`src/rtl/calc_seq_if.sv`:
```
// Request, result and ALU-side signals of the calculator sequencer.
// The slave modport is the sequencer's view; master is the surrounding system.
interface calc_seq_if #(
   parameter int DW = 11,
   parameter int AW = 16
);
   logic          IN_VALID;
   logic          IN_READY;
   logic [DW-1:0] IN_A;
   logic [DW-1:0] IN_B;
   logic [1:0]    IN_OP;
   logic          OUT_VALID;
   logic          OUT_READY;
   logic [DW-1:0] RESULT;
   logic          OVF;
   logic          ERR;
   logic          ZERO;
   logic          NEG;
   logic [AW-1:0] ALU_A;
   logic [AW-1:0] ALU_B;
   logic [2:0]    ALU_CTRL;
   logic [AW-1:0] ALU_RESULT;

   modport slave (
      input  IN_VALID, IN_A, IN_B, IN_OP, OUT_READY, ALU_RESULT,
      output IN_READY, OUT_VALID, RESULT, OVF, ERR, ZERO, NEG,
             ALU_A, ALU_B, ALU_CTRL
   );

   modport master (
      output IN_VALID, IN_A, IN_B, IN_OP, OUT_READY, ALU_RESULT,
      input  IN_READY, OUT_VALID, RESULT, OVF, ERR, ZERO, NEG,
             ALU_A, ALU_B, ALU_CTRL
   );
endinterface

```
`src/rtl/calc_seq.sv`:
```
// Calculator sequencer: add, subtract and shift-add multiply on a shared
// external add/sub ALU, with saturation to the signed DW-bit result range.
module calc_seq #(
   parameter int DW = 11,
   parameter int AW = 16
) (
   input logic       CLK,
   input logic       RST_N,
   calc_seq_if.slave bus
);

   typedef enum logic [2:0] {IDLE, ALU, MSTEP, MNEG, DONE} state_t;

   localparam logic signed [AW-1:0] SAT_HI  = AW'((1 << (DW-1)) - 1);
   localparam logic signed [AW-1:0] SAT_LO  = ~SAT_HI;
   localparam logic        [AW-1:0] MUL_LIM = AW'(1 << (DW-1));

   state_t        state_q, state_d;
   logic [AW-1:0] acc_q, acc_d;
   logic [AW-1:0] mcand_q, mcand_d;
   logic [AW-1:0] mplier_q, mplier_d;
   logic          sign_q, sign_d;
   logic          op_sub_q, op_sub_d;
   logic [DW-1:0] result_q, result_d;
   logic          ovf_q, ovf_d;
   logic          err_q, err_d;

   logic [AW-1:0] alu_a, alu_b;
   logic [2:0]    alu_ctrl;
   logic [AW-1:0] acc_new, mcand_nx, mplier_nx, b_mag;

   function automatic logic [AW-1:0] sext(input logic [DW-1:0] x);
      return {{(AW-DW){x[DW-1]}}, x};
   endfunction

   function automatic logic [AW-1:0] mag(input logic [DW-1:0] x);
      logic [AW-1:0] v;
      v = sext(x);
      return x[DW-1] ? (~v + 1'b1) : v;
   endfunction

   // Returns {ovf, result} after clamping a signed AW-bit value into DW bits.
   function automatic logic [DW:0] sat_range(input logic [AW-1:0] v);
      if ($signed(v) > SAT_HI) begin
         return {1'b1, SAT_HI[DW-1:0]};
      end else if ($signed(v) < SAT_LO) begin
         return {1'b1, SAT_LO[DW-1:0]};
      end else begin
         return {1'b0, v[DW-1:0]};
      end
   endfunction

   always_comb begin
      state_d   = state_q;
      acc_d     = acc_q;
      mcand_d   = mcand_q;
      mplier_d  = mplier_q;
      sign_d    = sign_q;
      op_sub_d  = op_sub_q;
      result_d  = result_q;
      ovf_d     = ovf_q;
      err_d     = err_q;
      alu_a     = '0;
      alu_b     = '0;
      alu_ctrl  = 3'b000;
      acc_new   = acc_q;
      mcand_nx  = mcand_q << 1;
      mplier_nx = mplier_q >> 1;
      b_mag     = mag(bus.IN_B);

      case (state_q)
         IDLE: begin
            if (bus.IN_VALID) begin
               ovf_d = 1'b0;
               err_d = 1'b0;
               case (bus.IN_OP)
                  // add/sub reuse acc/mcand as the sign-extended operand registers
                  2'b00, 2'b01: begin
                     acc_d    = sext(bus.IN_A);
                     mcand_d  = sext(bus.IN_B);
                     op_sub_d = bus.IN_OP[0];
                     state_d  = ALU;
                  end
                  2'b10: begin
                     acc_d    = '0;
                     mcand_d  = mag(bus.IN_A);
                     mplier_d = b_mag;
                     sign_d   = bus.IN_A[DW-1] ^ bus.IN_B[DW-1];
                     if (b_mag == '0) begin
                        result_d = '0;
                        state_d  = DONE;
                     end else begin
                        state_d  = MSTEP;
                     end
                  end
                  default: begin
                     result_d = '0;
                     err_d    = 1'b1;
                     state_d  = DONE;
                  end
               endcase
            end
         end

         ALU: begin
            alu_a             = acc_q;
            alu_b             = mcand_q;
            alu_ctrl          = {2'b00, op_sub_q};
            {ovf_d, result_d} = sat_range(bus.ALU_RESULT);
            state_d           = DONE;
         end

         MSTEP: begin
            if (mplier_q[0]) begin
               alu_a   = acc_q;
               alu_b   = mcand_q;
               acc_new = bus.ALU_RESULT;
            end
            acc_d    = acc_new;
            mcand_d  = mcand_nx;
            mplier_d = mplier_nx;
            // Aborting once a partial exceeds 2^(DW-1) keeps acc+mcand within AW bits.
            if ((acc_new > MUL_LIM) || ((mplier_nx != '0) && (mcand_nx > MUL_LIM))) begin
               ovf_d    = 1'b1;
               result_d = sign_q ? SAT_LO[DW-1:0] : SAT_HI[DW-1:0];
               state_d  = DONE;
            end else if (mplier_nx == '0) begin
               if (sign_q) begin
                  state_d = MNEG;
               end else begin
                  {ovf_d, result_d} = sat_range(acc_new);
                  state_d           = DONE;
               end
            end
         end

         MNEG: begin
            alu_a             = '0;
            alu_b             = acc_q;
            alu_ctrl          = 3'b001;
            acc_d             = bus.ALU_RESULT;
            {ovf_d, result_d} = sat_range(bus.ALU_RESULT);
            state_d           = DONE;
         end

         DONE: begin
            if (bus.OUT_READY) begin
               state_d = IDLE;
            end
         end

         default: state_d = IDLE;
      endcase
   end

   always_ff @(posedge CLK or negedge RST_N) begin
      if (!RST_N) begin
         state_q  <= IDLE;
         acc_q    <= '0;
         mcand_q  <= '0;
         mplier_q <= '0;
         sign_q   <= 1'b0;
         op_sub_q <= 1'b0;
         result_q <= '0;
         ovf_q    <= 1'b0;
         err_q    <= 1'b0;
      end else begin
         state_q  <= state_d;
         acc_q    <= acc_d;
         mcand_q  <= mcand_d;
         mplier_q <= mplier_d;
         sign_q   <= sign_d;
         op_sub_q <= op_sub_d;
         result_q <= result_d;
         ovf_q    <= ovf_d;
         err_q    <= err_d;
      end
   end

   assign bus.IN_READY  = (state_q == IDLE);
   assign bus.OUT_VALID = (state_q == DONE);
   assign bus.RESULT    = result_q;
   assign bus.OVF       = ovf_q;
   assign bus.ERR       = err_q;
   assign bus.ZERO      = (result_q == '0);
   assign bus.NEG       = result_q[DW-1];
   assign bus.ALU_A     = alu_a;
   assign bus.ALU_B     = alu_b;
   assign bus.ALU_CTRL  = alu_ctrl;

endmodule

```
`src/flat_wrapper.sv`:
```
// flat-port wrapper written by rule: the top's interface ports become plain ports
module calc_seq_flat 
#(
   parameter int DW = 11,
   parameter int AW = 16
)
  (CLK, RST_N, bus_IN_VALID, bus_IN_A, bus_IN_B, bus_IN_OP, bus_OUT_READY, bus_ALU_RESULT, bus_IN_READY, bus_OUT_VALID, bus_RESULT, bus_OVF, bus_ERR, bus_ZERO, bus_NEG, bus_ALU_A, bus_ALU_B, bus_ALU_CTRL);
  calc_seq_if #(.DW(DW), .AW(AW)) bus_i ();
  input logic CLK;
  input logic RST_N;
  input wire logic [$bits(bus_i.IN_VALID)-1:0] bus_IN_VALID;
  input wire logic [$bits(bus_i.IN_A)-1:0] bus_IN_A;
  input wire logic [$bits(bus_i.IN_B)-1:0] bus_IN_B;
  input wire logic [$bits(bus_i.IN_OP)-1:0] bus_IN_OP;
  input wire logic [$bits(bus_i.OUT_READY)-1:0] bus_OUT_READY;
  input wire logic [$bits(bus_i.ALU_RESULT)-1:0] bus_ALU_RESULT;
  output wire logic [$bits(bus_i.IN_READY)-1:0] bus_IN_READY;
  output wire logic [$bits(bus_i.OUT_VALID)-1:0] bus_OUT_VALID;
  output wire logic [$bits(bus_i.RESULT)-1:0] bus_RESULT;
  output wire logic [$bits(bus_i.OVF)-1:0] bus_OVF;
  output wire logic [$bits(bus_i.ERR)-1:0] bus_ERR;
  output wire logic [$bits(bus_i.ZERO)-1:0] bus_ZERO;
  output wire logic [$bits(bus_i.NEG)-1:0] bus_NEG;
  output wire logic [$bits(bus_i.ALU_A)-1:0] bus_ALU_A;
  output wire logic [$bits(bus_i.ALU_B)-1:0] bus_ALU_B;
  output wire logic [$bits(bus_i.ALU_CTRL)-1:0] bus_ALU_CTRL;
  assign bus_i.IN_VALID = bus_IN_VALID;
  assign bus_i.IN_A = bus_IN_A;
  assign bus_i.IN_B = bus_IN_B;
  assign bus_i.IN_OP = bus_IN_OP;
  assign bus_i.OUT_READY = bus_OUT_READY;
  assign bus_i.ALU_RESULT = bus_ALU_RESULT;
  assign bus_IN_READY = bus_i.IN_READY;
  assign bus_OUT_VALID = bus_i.OUT_VALID;
  assign bus_RESULT = bus_i.RESULT;
  assign bus_OVF = bus_i.OVF;
  assign bus_ERR = bus_i.ERR;
  assign bus_ZERO = bus_i.ZERO;
  assign bus_NEG = bus_i.NEG;
  assign bus_ALU_A = bus_i.ALU_A;
  assign bus_ALU_B = bus_i.ALU_B;
  assign bus_ALU_CTRL = bus_i.ALU_CTRL;
  calc_seq #(.DW(DW), .AW(AW)) u_core (.CLK(CLK), .RST_N(RST_N), .bus(bus_i));
endmodule
```
`config.mk`:
```
export PLATFORM = sky130hd
export DESIGN_NAME = calc_seq_flat
export DESIGN_NICKNAME = d
export VERILOG_FILES = /design/src/rtl/calc_seq_if.sv /design/src/rtl/calc_seq.sv /design/src/flat_wrapper.sv
export SDC_FILE = /design/constraint.sdc
export NUM_CORES = 1
export LEC_CHECK = 0
export ABC_CLOCK_PERIOD_IN_PS = 2550
export CAP_MARGIN = 30
export CORE_MARGIN = 1
export CORE_UTILIZATION = 52
export CTS_CLUSTER_SIZE = 24
export DETAILED_ROUTE_END_ITERATION = 12
export GPL_TIMING_DRIVEN = 0
export PLACE_DENSITY = 0.8
export SLEW_MARGIN = 25
export SYNTH_ARGS = -nofsm -noshare
export SYNTH_HDL_FRONTEND = slang
export SYNTH_SLANG_ARGS = --single-unit
```
`constraint.sdc`:
```
create_clock -name CLK -period 2.55 [get_ports CLK]
set_input_delay 0.51 -clock CLK [delete_from_list [all_inputs] [get_ports CLK]]
set_output_delay 0.51 -clock CLK [all_outputs]
set_load 0.01 [all_outputs]
```
Word-level counts from Yosys, hierarchy flattened
Cells that the tools add are included.
{ "totals": {"elab_cells": 101, "out_inout_bits": 52, "memories": 0, "mem_bits_ro": 0, "inputBits": 44, "latchBits": 0, "register_bits": 66, "ramBits": 0} }
{ "classes": {"n_div": 0, "addsub": 2, "magnitude_cmp": 6, "mux": 44, "reduce_logical": 23, "shift": 0, "bitwise": 3, "multipliers": 0, "n_eq_ne": 14} }
{ "op_table": {"columns": ["operator", "n"], "rows": [
  ["16-bit two-way mux", 10],
  ["16-bit one-hot mux with 2 select lines", 5],
  ["16-bit one-hot mux with 3 select lines", 2],
  ["11-bit two-way mux", 6],
  ["16-bit by 11-bit > comparator with 1-bit output, second input constant", 4],
  ["12-bit two-way mux", 4],
  ["11-bit one-hot mux with 3 select lines", 1],
  ["16-bit by 1-bit adder with 16-bit output, second input constant", 2],
  ["16-bit zero test", 2],
  ["16-bit by 11-bit < comparator with 1-bit output, second input constant", 2],
  ["16-bit NOT", 2],
  ["11-bit one-hot mux with 2 select lines", 1],
  ["3-bit two-way mux", 6],
  ["3-bit AND reduction", 6],
  ["16-bit nonzero test", 1],
  ["3-bit one-hot mux with 4 select lines", 1],
  ["11-bit zero test", 1],
  ["3-bit by 2-bit == test with 1-bit output, second input constant", 2],
  ["2-bit != test, second input constant", 3],
  ["3-bit by 1-bit != test with 1-bit output, second input constant", 2],
  ["3-bit one-hot mux with 2 select lines", 1],
  ["6-bit AND reduction", 1],
  ["3-bit nonzero test", 2],
  ["1-bit two-way mux", 5],
  ["other kinds (19)", 20]
]} }

Longest topological paths before layout
{ "depth": {"ltp_word": 9, "depth_mapped": 10, "mapped_depth_nobuf": 9} }

Worst setup path before layout
OpenSTA, ideal clock, no wires.
{ "synth_timing": {"path_kind": "in2reg", "startpoint": "in bus_IN_B[0]", "endpoint": "reg u_core.result_q[2] (netlist: u_core.bus.RESULT[2])", "path_buffers": 1, "setup_time_ps": 125, "t_required_ps": 2425, "arrival_time_ps": 2630, "path_stages": 10, "setup_slack_ps": -205, "cell_sequence": "inv_1 ha_1 or3b_2 a211oi_1 nand2_1 a2111oi_2 a21oi_1 and3b_2 buf_12 mux2_4"} }
{ "synth_between": {"elab_chain_len": 6} }
{ "synth_lines": {"columns": ["element", "line_no", "text"], "rows": [
  ["start: declaration", "flat_wrapper.sv:13", "input wire logic [$bits(bus_i.IN_B)-1:0] bus_IN_B;"],
  ["16-bit NOT", "calc_seq.sv:39", "return x[DW-1] ? (~v + 1'b1) : v;"],
  ["16-bit by 1-bit adder with 16-bit output", "calc_seq.sv:39", null],
  ["16-bit two-way mux *", "calc_seq.sv:39", null],
  ["16-bit zero test *", "calc_seq.sv:89", "if (b_mag == '0) begin"],
  ["3-bit by 2-bit != test with 1-bit output (no source line) *", null, null],
  ["6-bit AND reduction (no source line) *", null, null],
  ["end signal: assignment", "calc_seq.sv:174", "result_q <= result_d;"],
  ["end: declaration", "calc_seq.sv:24", "logic [DW-1:0] result_q, result_d;"]
]} }
Mark *: on every way between the ends. The rest lies on a longest branch, timed or not.
A chain may end at the register's enable or synchronous reset.

Worst setup path in the final report
{ "layout_timing": {"startpoint": "in bus_IN_B[0]", "endpoint": "reg u_core.result_q[9] (netlist: u_core.bus.RESULT[9])"} }
The elaborated chain is that of the path after synthesis.

==> impl_table.tex <==
\begin{tabular}{lr}
\hline
Metric & Value \\
\hline
\multicolumn{2}{l}{\textbf{Run status}} \\
\quad Run status & finished, violations left \\
\quad Failing checks & setup timing \\
\multicolumn{2}{l}{\textbf{Logic synthesis}} \\
\quad Asr flop ratio synth & 100\% \\
\quad Register area share after synthesis & 36.7\% \\
\quad Dominant synthesized flop cell & sky130\_fd\_sc\_hd\_\_dfrtp\_1 \\
\quad Area share of the largest cell type after synthesis & 36.7\% \\
\quad Xor-xnor portion of the synthesized cell area & 3.11\% \\
\quad Proportion of synthesized area in mux cells & 7.03\% \\
\quad Distinct cells, synth & 56 \\
\quad Total of warnings raised by yosys & 0 \\
\quad EDFF count, synth & 0 \\
\quad Most area-consuming cells after synthesis & sky130\_fd\_sc\_hd\_\_dfrtp\_1 37\%, sky130\_fd\_sc\_hd\_\_nor2\_1 5.7\%, sky130\_fd\_sc\_hd\_\_nand2\_1 4.5\% \\
\quad Compound-Gate Fraction of Synth Area & 24.0\% \\
\quad Synthesized netlist cell count & 540 \\
\quad Adder-Cell Fraction of Synth Area & 0.556\% \\
\quad Share of synthesized cell area in and, or, nand and nor gates & 23.7\% \\
\quad Synth area leader & sky130\_fd\_sc\_hd\_\_dfrtp\_1 \\
\quad Main combinational cell family by area after synthesis & compound AO/OA/AOI/OAI gates \\
\quad Avg Inst Size Synth & 8.33 um\^{}2 \\
\quad Total of flip-flops plus latches after synthesis & 66 \\
\quad Cell Area, Synth & 4500 um\^{}2 \\
\multicolumn{2}{l}{\textbf{Critical path}} \\
\quad Capturing element type of the critical path & flip-flop \\
\quad Slack of the worst reg-to-reg path & -0.03 ns \\
\quad Path length in cells of the critical path & 12 \\
\quad Setup CP Type & input port to flip-flop \\
\quad Beginning of the critical path & bus\_IN\_B[0] \\
\quad Critical-path cell list & buf\_12 -> inv\_12 -> ha\_4 -> or3b\_4 -> a211oi\_4 -> nand2\_2 -> a2111oi\_4 -> a21oi\_2 -> and3b\_2 -> buf\_12 -> buf\_12 -> mux2\_4 \\
\quad WP buf/inv & 4 \\
\quad CP top delay family & simple AND/OR/NAND/NOR gates \\
\quad Crit start category & input port \\
\quad Most used cell along the critical path & sky130\_fd\_sc\_hd\_\_buf\_12 \\
\quad Maximum fanout along the worst path & 5 \\
\quad Endpoint required time on the critical path & 2.80 ns \\
\quad Slowest Stage Delay on Critical Path & 0.39 ns \\
\quad Critical path capture point & u\_core.bus.RESULT[9] \\
\quad Worst path arrival time & 2.84 ns \\
\quad Origin of the critical flop-to-flop path & u\_core.mcand\_q[13] \\
\quad Slowest cell on the critical path & sky130\_fd\_sc\_hd\_\_or3b\_4 \\
\quad Worst reg2reg endpoint & u\_core.bus.RESULT[9] \\
\quad R2r worst-path depth & 8 \\
\multicolumn{2}{l}{\textbf{GRT}} \\
\quad Global-route congestion overflow total & 0 \\
\quad Gr usage total & 35.6\% \\
\quad Wire length of the first global-routing pass & 24,100 um \\
\quad Number of antenna violations at the first check in global routing & 0 \\
\quad Maximum number of pins on one net before global-route repair & 43 \\
\quad Vias in the first global route & 4,745 \\
\multicolumn{2}{l}{\textbf{Die}} \\
\quad Ports & 96 \\
\quad Die Wd & 95.0 um \\
\quad Number of core rows & 33 \\
\quad Initial cell density of the core & 54.2\% \\
\quad Area of the placeable core & 8300 um\^{}2 \\
\quad Vertical extent of the die & 95.0 um \\
\quad Die outline area & 9030 um\^{}2 \\
\multicolumn{2}{l}{\textbf{Cells and area}} \\
\quad Ant. Diodes & 0 \\
\quad Share of post-route cells with drive strength above 1 & 19.0\% \\
\quad Fill count & 636 \\
\quad Post-layout nets & 709 \\
\quad Signed area change from the synthesized netlist to the final layout & 38.2\% \\
\quad Area of all sequential standard cells & 1660 um\^{}2 \\
\quad Area of combinational cells with multiple inputs & 2820 um\^{}2 \\
\multicolumn{2}{l}{\textbf{Pwr}} \\
\quad Leak & 2.78 nW \\
\quad Power per Cell Area & 899 nW/um\^{}2 \\
\quad Peak supply drop & 0.541 mV \\
\multicolumn{2}{l}{\textbf{CTS}} \\
\quad Clock H-tree levels & 3 \\
\quad Clock latency of the later-clocked register in the worst-skew pair & 0.37 ns \\
\quad CTS sink count & 66 \\
\quad Cts bufs inserted & 9 \\
\quad Number of hold buffers added after CTS & 0 \\
\quad TritonCTS clock tree & built \\
\quad Max Buffers Root-to-Sink & 2 \\
\quad Clk slew on worst S/H paths & 0.08 ns \\
\quad Clk Tree Root Cell & sky130\_fd\_sc\_hd\_\_clkbuf\_8 \\
\multicolumn{2}{l}{\textbf{Routing}} \\
\quad Initial DRT Pass Iterations & 5 \\
\quad Per-cell via count in the routed design & 6.40 \\
\quad Wirelength per Cell & 20.0 um \\
\quad Violation count after the first detailed-route iteration & 331 \\
\quad Post-detailed-routing wire length & 15,400 um \\
\quad Total via count after detailed routing & 4,947 \\
\quad Detailed-route DRC error count & 0 \\
\quad Final antenna-violating net count & 0 \\
\multicolumn{2}{l}{\textbf{Timing}} \\
\quad FMAX & 385 MHz \\
\quad Transition at the pin with the smallest max-transition slack & 0.611 ns \\
\quad Headroom to the max-slew limit & 59.3\% \\
\quad Final worst-path cycle share & 102\% \\
\quad Final setup margin & -0.0452 ns \\
\quad Fin crit period & 2.60 ns \\
\quad Final count of pins violating max slew & 0 \\
\quad RSZ-0062 raised after global routing & true \\
\quad Worst Hold Slack & 0.0484 ns \\
\quad Final Hold Vio Count & 0 \\
\quad Final Setup Violations & 6 \\
\quad Clock skew after layout & 0.0161 ns \\
\multicolumn{2}{l}{\textbf{Placement}} \\
\quad Pre-CTS setup slack & -1.11 ns \\
\quad Final weighted congestion of routability-driven global placement & 1.01 \\
\quad Number of input and output port buffers inserted & 91 \\
\quad Dpl hpwl & 11,100 um \\
\multicolumn{2}{l}{\textbf{Job}} \\
\quad Max\_cap viols & 0 \\
\multicolumn{2}{l}{\textbf{Hold path}} \\
\quad Hold WC Path Type & input port to async pin \\
\hline
\end{tabular}
[power breakdown]
part           internal, mW  switching (mW)
Combinational          1.24            1.28
Sequential             1.47           0.551
Clock                 0.629           0.432
[sequential cells by signal, indices dropped and copies added, names as in the netlist]
name               flops
u_core.mcand_q        16
u_core.op_sub_q        1
u_core.mplier_q       16
u_core.bus.OVF         1
u_core.sign_q          1
u_core.bus.RESULT     11
u_core.acc_q          16
u_core.bus.ERR         1
u_core.state_q         3
[cell type report]
cell class              count  area share [%]
inverters                  11            1.07
plain buffers              34            3.72
flip-flops and latches     66            26.7
repair buffers            114            17.3
clock inverters             4            1.17
clock buffers              12            2.66
well taps                 105            2.11
multi-input cells         427            45.3
[how the worst min path moves through the flow]
stage	start	endpoint	slack [ns]
2_1_floorplan	RST_N	u_core.acc_q[0]	0.21
3_3_place_gp	u_core.mplier_q[14]	u_core.mplier_q[13]	0.48
3_5_place_dp	RST_N	u_core.acc_q[6]	0.44
4_1_cts	RST_N	u_core.bus.RESULT[2]	0.05
5_1_grt	RST_N	u_core.acc_q[6]	0.06
6_report	RST_N	u_core.bus.RESULT[2]	0.05
[cells by family after synthesis]
logic type	after synthesis
flip-flops	66
other	1
multiplexers	27
adder cells (fa/ha/maj)	2
XOR/XNOR	16
AND/OR/NAND/NOR	218
AO/OA/AOI/OAI	162
buffers and inverters	48
[through the flow]
| stage | power, mW | TNS, ns | std cells | instance area (um^2) | utilization, % |
|---|---|---|---|---|---|
| final | 5.59 | -0.198 | 773 | 6220 | 74.9 |
| after floorplan | 3.21 | -0.640 | 541 | 4550 | - |
| after global routing | 5.88 | -0.727 | 773 | 6220 | 74.9 |
| after CTS | 5.43 | -0.0297 | 767 | 6100 | 73.5 |
| after global placement | 4.07 | -104.40 | 737 | 5590 | 67.4 |
| after detailed placement | 4.15 | -27.92 | 738 | 5610 | 67.6 |
[what timing repair did]
item,CTS,global route
pin swaps,13,7
gates cloned,2,0
gates resized for setup,119,35
setup endpoints to repair,58,50
setup buffers,14,8
[metal layers]
metal | vias up | global-route usage, % | wire (um)
met3 | 68 | 8.37 | 1450
met2 | 321 | 56.9 | 7370
li1 | 2199 | - | -
met1 | 2359 | 44.4 | 6020
met4 | 0 | 18.7 | 613
met5 | - | 2.38 | 0
[cell usage after synthesis, types with 10 or more instances]
library cell and number:
sky130_fd_sc_hd__nor4_1 13, sky130_fd_sc_hd__nor2_1 68, sky130_fd_sc_hd__and2_1 18, sky130_fd_sc_hd__mux2i_1 14
sky130_fd_sc_hd__nand3_1 11, sky130_fd_sc_hd__a22oi_1 15, sky130_fd_sc_hd__dfrtp_1 66, sky130_fd_sc_hd__nor2b_1 13
sky130_fd_sc_hd__a21oi_1 39, sky130_fd_sc_hd__a22o_1 16, sky130_fd_sc_hd__o21ai_0 40, sky130_fd_sc_hd__xor2_1 11
sky130_fd_sc_hd__a211oi_1 10, sky130_fd_sc_hd__clkbuf_1 28, sky130_fd_sc_hd__o22ai_1 13, sky130_fd_sc_hd__nand2_1 54
sky130_fd_sc_hd__inv_1 11
[cells in the final DEF, fill, tap and decap left out, drive strengths merged, types with 3 or more instances in the layout]
cell and instances:
or3 5, nor2 68, and2 18, a21oi 39, nand2b 5, nor3 9
dlygate4sd2 31, or2 3, dfrtp 66, mux2 13, xor2 11, inv 11
clkdlybuf4s50 47, or4 4, clkbuf 35, nand2 54, a21o 3, mux2i 14
nor2b 13, a221o 8, nand3 11, clkdlybuf4s15 4, a211oi 10, xnor2 5
a22o 16, buf 43, o31ai 7, nor4 13, o22ai 13, o21ai 40
and3 7, a22oi 15
No activity file was read; power rests on OpenSTA's default activity.
